$ cat config.mk
export PLATFORM = sky130hd
export DESIGN_NAME = inst_fetch
export DESIGN_NICKNAME = d
export VERILOG_FILES = /design/src/rtl/inst_fetch.sv
export SDC_FILE = /design/constraint.sdc
export NUM_CORES = 1
export LEC_CHECK = 0
export CORE_MARGIN = 4
export CORE_UTILIZATION = 38
export DETAILED_ROUTE_END_ITERATION = 12
export PLACE_DENSITY = 0.78
export SYNTH_ARGS = -nofsm -noshare
export SYNTH_HDL_FRONTEND = slang
export SYNTH_SLANG_ARGS = --single-unit
$ cat constraint.sdc
create_clock -name clk_in -period 1.8 [get_ports clk_in]
set_input_delay 0.27 -clock clk_in [delete_from_list [all_inputs] [get_ports clk_in]]
set_output_delay 0.27 -clock clk_in [all_outputs]
set_load 0.01 [all_outputs]
$ cat src/rtl/inst_fetch.sv
// inst_fetch: single-slot instruction fetch with redirect handling and an optional
// 2-bit branch history table (enable with `define BHT_EN).
module inst_fetch #(
  parameter int          BHT_BITS = 6,
  parameter logic [31:0] RESET_PC = 32'h0
) (
  input  logic        clk_in,
  input  logic        rst_in,
  input  logic        rdy_in,
  output logic        icache_req,
  output logic [31:0] icache_addr,
  input  logic        icache_valid,
  input  logic [31:0] icache_data,
  output logic        to_decoder,
  output logic [31:0] pc,
  output logic [31:0] inst,
  output logic        predict,
  input  logic        dec_accept,
  input  logic [31:0] dec_next_pc,
  input  logic        jalr_done,
  input  logic [31:0] jalr_target,
  input  logic        flush,
  input  logic [31:0] flush_pc,
  input  logic        br_update,
  input  logic [31:0] br_pc,
  input  logic        br_taken
);
  typedef enum logic [1:0] {REQ, HOLD, JWAIT, DROP} state_t;
  state_t state, state_nxt;
  logic [31:0] pc_reg, drop_addr;
  logic is_jalr, take, unused;
  assign is_jalr = inst[6:0] == 7'b1100111 ||
                   (inst[1:0] == 2'b10 && inst[15:13] == 3'b100 && inst[11:7] != 5'd0 && inst[6:2] == 5'd0);
  assign take = state == REQ && icache_valid && !flush;
  assign unused = ^{br_update, br_pc, br_taken};
  always_ff @(posedge clk_in or negedge rst_in) begin
    if (!rst_in) state <= REQ;
    else if (rdy_in) state <= state_nxt;
  end
  always_comb begin
    state_nxt = state;
    if (flush)
      state_nxt = ((state == REQ || state == DROP) && !icache_valid) ? DROP : REQ;
    else
      case (state)
        REQ:   state_nxt = icache_valid ? HOLD : REQ;
        HOLD:  state_nxt = dec_accept ? (is_jalr ? JWAIT : REQ) : HOLD;
        JWAIT: state_nxt = jalr_done ? REQ : JWAIT;
        DROP:  state_nxt = icache_valid ? REQ : DROP;
      endcase
  end
  always_comb begin
    icache_req  = rst_in && (state == REQ || state == DROP);
    icache_addr = state == DROP ? drop_addr : pc_reg;
    to_decoder  = rst_in && state == HOLD;
  end
  // drop_addr keeps the abandoned request's address stable until its response arrives
  always_ff @(posedge clk_in or negedge rst_in) begin
    if (!rst_in) begin
      pc_reg    <= RESET_PC;
      drop_addr <= RESET_PC;
      inst      <= 32'h0;
      pc        <= 32'h0;
    end else if (rdy_in) begin
      if (flush) begin
        pc_reg <= flush_pc;
        if (state == REQ && !icache_valid) drop_addr <= pc_reg;
      end else begin
        if (take) begin
          inst <= icache_data;
          pc   <= pc_reg;
        end
        if (state == HOLD && dec_accept && !is_jalr) pc_reg <= dec_next_pc;
        if (state == JWAIT && jalr_done) pc_reg <= jalr_target;
      end
    end
  end
`ifdef BHT_EN
  logic [1:0] bht [2**BHT_BITS];
  always_ff @(posedge clk_in or negedge rst_in) begin
    if (!rst_in) begin
      for (int i = 0; i < 2**BHT_BITS; i++) bht[i] <= 2'b01;
      predict <= 1'b0;
    end else if (rdy_in) begin
      if (br_update)
        bht[br_pc[BHT_BITS:1]] <= br_taken ? (bht[br_pc[BHT_BITS:1]] == 2'b11 ? 2'b11 : bht[br_pc[BHT_BITS:1]] + 2'd1)
                                           : (bht[br_pc[BHT_BITS:1]] == 2'b00 ? 2'b00 : bht[br_pc[BHT_BITS:1]] - 2'd1);
      if (take) predict <= bht[pc_reg[BHT_BITS:1]][1];
    end
  end
`else
  assign predict = 1'b0;
`endif
endmodule
======== After elaboration in Yosys (flattened, before gate mapping) ========
Cells that the tools add are included.
W data, S select, Z words.
operators by class
  equality and inequality tests ........... 6
  mux-type cells .......................... 12
  bitwise gates (word level) .............. 1
  reductions and logical operators ........ 24
operator list
  operator              count
  $mux W32              4
  $logic_and A1 B1 Y1   12
  $mux W2               6
  $pmux W2 S4           1
  $eq A7 B7 Y1 const B  1
  $eq A2 B2 Y1 const B  3
  $reduce_and A3 Y1     2
  $logic_not A5 Y1      1
  $reduce_bool A5 Y1    1
  $eq A3 B3 Y1 const B  1
  $logic_not A1 Y1      3
  $reduce_bool A3 Y1    1
  $eq A2 B1 Y1 const B  1
  $logic_not A2 Y1      1
  $logic_or A1 B1 Y1    2
  $reduce_and A2 Y1     1
  $mux W1               1
  $not A1 Y1            1
storage, ports and cells
  flip-flop bits (word level) ............. 130
  logic and storage cells ................. 48

======== Longest topological paths before layout ========
  depth in word-level cells ............... 10
  mapped depth ............................ 7
  mapped depth without buffers ............ 6

======== Worst setup path before layout ========
Ideal clock, no wire load.
  kind .................................... reg-to-reg
  from .................................... reg state[1]
  to ...................................... reg pc_reg[10]
  setup time .............................. 0.125 ns
  arrival time ............................ 1.867 ns
  setup slack ............................. -0.191 ns
  cell stages (with the launch flop) ...... 8
  clock period less this slack ............ 1.991 ns
  cells stage by stage .................... dfrtp_1 inv_1 ha_1 nand2_1 or3b_2 o2bb2ai_4 buf_6 mux2_2
on the way
  longest elaborated chain between the ends .. 5
  elaborated cells on any way between the ends .. 9
  classes of those cells .................. 2 x eq/ne; 2 x mux; 5 x reduce/logical
ends and longest elaborated chain
  what                               line  text
  start, declared                    29    state_t state, state_nxt;
  start signal, assigned             38    else if (rdy_in) state <= state_nxt;
  $eq A2 B1 Y1                       73    if (state == HOLD && dec_accept && !is_jalr) pc_reg <= dec_next_pc;
  $logic_and A1 B1 Y1 (2 in series)  73
  $reduce_bool A3 Y1 (no line)       n/a
  $reduce_and A2 Y1 (no line)        n/a
  end signal, assigned               66    pc_reg <= flush_pc;
  end signal, assigned               73
  end signal, assigned               74    if (state == JWAIT && jalr_done) pc_reg <= jalr_target;
  end, declared                      30    logic [31:0] pc_reg, drop_addr;
Parallel ways exist; a longest one is shown, timed or not.
A chain may end at the register's enable or synchronous reset.

======== Worst setup path in the final report ========
  from .................................... reg state[1]
  to ...................................... reg pc_reg[25]
Same word-level chain as after synthesis.

==> impl_metrics.csv <==
group,metric,value,unit
status,status,"finished with violations",
status,violations,"setup timing",
global_routing,grt_pass1_wl,27.6,mm
drt,wire_per_inst,20.2,um
run,drv_cap,0,
synth,yosysSeqAreaShare,0.533,
critical_path,r2r-start,"state[1]",
timing,worstMarginPinSlew,636,ps
critical_path,cp.arrival,2430,ps
die,num_rows,46,
timing,setup_ws,-347,ps
timing,hold_ws,268,ps
timing,hold_viol,0,
synth,synth_top_area_frac,0.533,
die,die_area,18200,um2
drt,ant_nets,0,
pwr,p_comb_frac,0.427,
synth,syn_inst,455,
critical_path,cp_max_fo,7,
pwr,peakVddDrop,715,uV
timing,fin_crit_sh,1.19,
pwr,switching_share,0.285,
critical_path,required,2090,ps
drt,routed_via_density,4.97,
clocking,htree_levels,4,
finish,layout.filler_cells,1097,
die,boundaryPins,268,
clocking,cts_buffers,17,
global_routing,grt_pass1_vias,5350,
drt,drc_errors,0,
global_routing,grt-ovfl-total,0,
die,die_y,135,um
global_routing,grt_usage,0.193,
global_routing,grt.busiest_layer,"met2",
synth,syn_nets,629,
synth,synth_async_sr_flop_share,1.00,
drt,firstDrtPassIters,7,
critical_path,cp-end-kind,"register",
die,start_util,0.386,
timing,finalMaxSlewViolations,0,
pwr,clockPowerShare,0.234,
pwr,powerDensity,1390,nW/um2
drt,drtIter0Drc,145,
finish,drive_gt1_frac,0.399,
timing,finalSetupViolations,125,
synth,ys.flop_type,"dfrtp_1",
synth,syn_avg_cell_area,13.4,um2
hold_path,min_path_type,"input pin to async pin",
synth,synth_warnings,0,
global_routing,grt_max_degree,122,
finish,areaGrowthSynthToFinish,73.0,%
clocking,cts_buffer_depth,2,
timing,timing.fmax,466,MHz
critical_path,r2r-end,"pc_reg[25]",
pwr,p_sw,4.19,mW
placement,gp_congestion,0.741,
finish,insertedDiodeCount,0,
critical_path,crit_start,"state[1]",
critical_path,crit_path_end,"pc_reg[25]",
critical_path,ff2ff_path_depth,9,
drt,wl,19.5,mm
clocking,cts_tree,"done",
synth,synth_area_leaders,"dfrtp_1 (53%), mux2_2 (29%), mux2i_1 (5.2%), o21ai_0 (2.9%), nand2_1 (2.1%)",
die,die_w,135,um
clocking,clk_latency,400,ps
placement,place_hpwl,12.4,mm
die,core,15800,um2
synth,synth.distinct_cells,35,
global_routing,grtUsageMet2,0.342,
drt,vias,4812,
timing,tns,-16920,ps
synth,syn_area,6110,um2
synth,synth_seq_cells,130,
global_routing,use_met1,0.219,
finish,largest_register_ffs,64,
clocking,clk_pin_slew,60,ps
critical_path,worstSetupPathType,"register to register",
pwr,p_int,10.5,mW
clocking,cts_root_buf,"clkbuf_16",
timing,rsz0062_at_grt,"true",
finish,nets,913,
critical_path,cp-start-kind,"register",
timing,max_slew_margin,0.576,
synth,synth_edf_count,0,
global_routing,met3_usage,0.0592,
synth,yosysTopAreaCell,"dfrtp_1",
clocking,numClockSinks,130,
global_routing,antenna_found_initial,0,
timing,min_period,2150,ps
pwr,seq_power_share,0.339,
pwr,p_leak,5.02,nW
placement,port_buffers,232,
timing,fin_skew,6.31,ps
critical_path,r2r_slack,-350,ps
-- area by class of cell --
class                           instances  area (um2)  share of cell area
Clock inverter                          8         101             0.00959
Sequential cell                       130        3250               0.308
Tap cell                              216         270              0.0256
Inverter                                4        20.0             0.00190
Timing Repair Buffer                  295        3230               0.306
Clock buffer                           24         492              0.0466
Multi-Input combinational cell        291        3190               0.302
-- cell usage in the layout (no fill, tap or decap), types with 4 or more instances in the layout --
cell,Yosys,layout
buf_12,0,13
buf_4,1,23
buf_6,3,48
clkbuf_16,0,23
clkbuf_8,0,4
clkdlybuf4s50_1,0,196
dfrtp_1,130,130
ha_4,0,4
mux2_2,159,44
mux2_4,0,116
mux2i_1,32,32
nand2_1,34,32
o21ai_0,35,34
-- worst max-delay path, cell delays in order, from the launching register on --
cell       delay, ps
dfrtp_1          420
buf_6            140
inv_4             50
ha_4             130
nand2_2           50
or3b_4           410
o2bb2ai_4        170
buf_12           160
clkbuf_16        170
mux2_4           310
-- repair_timing --
item / CTS / global route
pin swaps: 3 / 4
endpoints found under the hold margin: 9 / 0
cloned: 2 / 9
hold buffers: 1 / 0
setup buffers: 20 / 3
endpoints found under the setup margin: 66 / 155
gates resized for setup: 204 / 137
-- worst min-delay path by stage --
stage | start | endpoint | slack [ps] | depth (start not counted)
after floorplan | rst_in | drop_addr[0] | -30 | 0
after global placement | rst_in | state[1] | 110 | 1
after detailed placement | rst_in | state[0] | 110 | 1
after CTS | rst_in | drop_addr[26] | 250 | 2
after global routing | rst_in | drop_addr[26] | 250 | 2
final | rst_in | drop_addr[26] | 270 | 2
-- metal layers --
layer  vias to the layer above  share of wire
met5                         -              0
met1                      2423           0.40
met2                       153           0.52
met3                        32          0.060
li1                       2204              -
met4                         0          0.023
-- synthesized netlist by cell type (2+ instances only) --
| library cell | n |
|---|---|
| nand2_1 | 34 |
| ha_1 | 5 |
| mux2i_1 | 32 |
| inv_1 | 4 |
| buf_2 | 10 |
| clkbuf_1 | 16 |
| o21ai_0 | 35 |
| buf_6 | 3 |
| nor2b_1 | 2 |
| mux2_2 | 159 |
| dfrtp_1 | 130 |
| nor3b_1 | 2 |
-- power by group through the flow --
stage,clock network (mW),registers (mW),logic (mW)
after detailed placement,0,4.93,5.18
after CTS,3.48,4.91,5.56
after global placement,0,4.83,5.04
final,3.43,4.99,6.28
after global routing,3.61,5.15,6.62
after floorplan,0,5.09,1.93
-- cell families (layout without fill, tap and decap cells) --
group,Yosys count,after routing,share of synthesized area
muxes,192,192,0.348
AOI/OAI and AO/OA,44,44,0.0434
DFF,130,130,0.533
buffers and inverters,34,331,0.0273
adders and majority gates,5,5,0.0102
and+or+nand+nor,49,49,0.0381
other,1,1,0.000614
-- through the flow --
step	setup slack (ps)	util	cell area, um2	std cells	total power, mW
finish	-347	0.667	10600	968	14.7
global route	-389	0.667	10600	968	15.4
CTS	-340	0.624	9880	959	13.9
detailed placement	-373	0.563	8910	905	10.1
global placement	-326	0.563	8910	905	9.87
floorplan	-155	-	6110	455	7.03
Power figures use the tool's default switching activity.
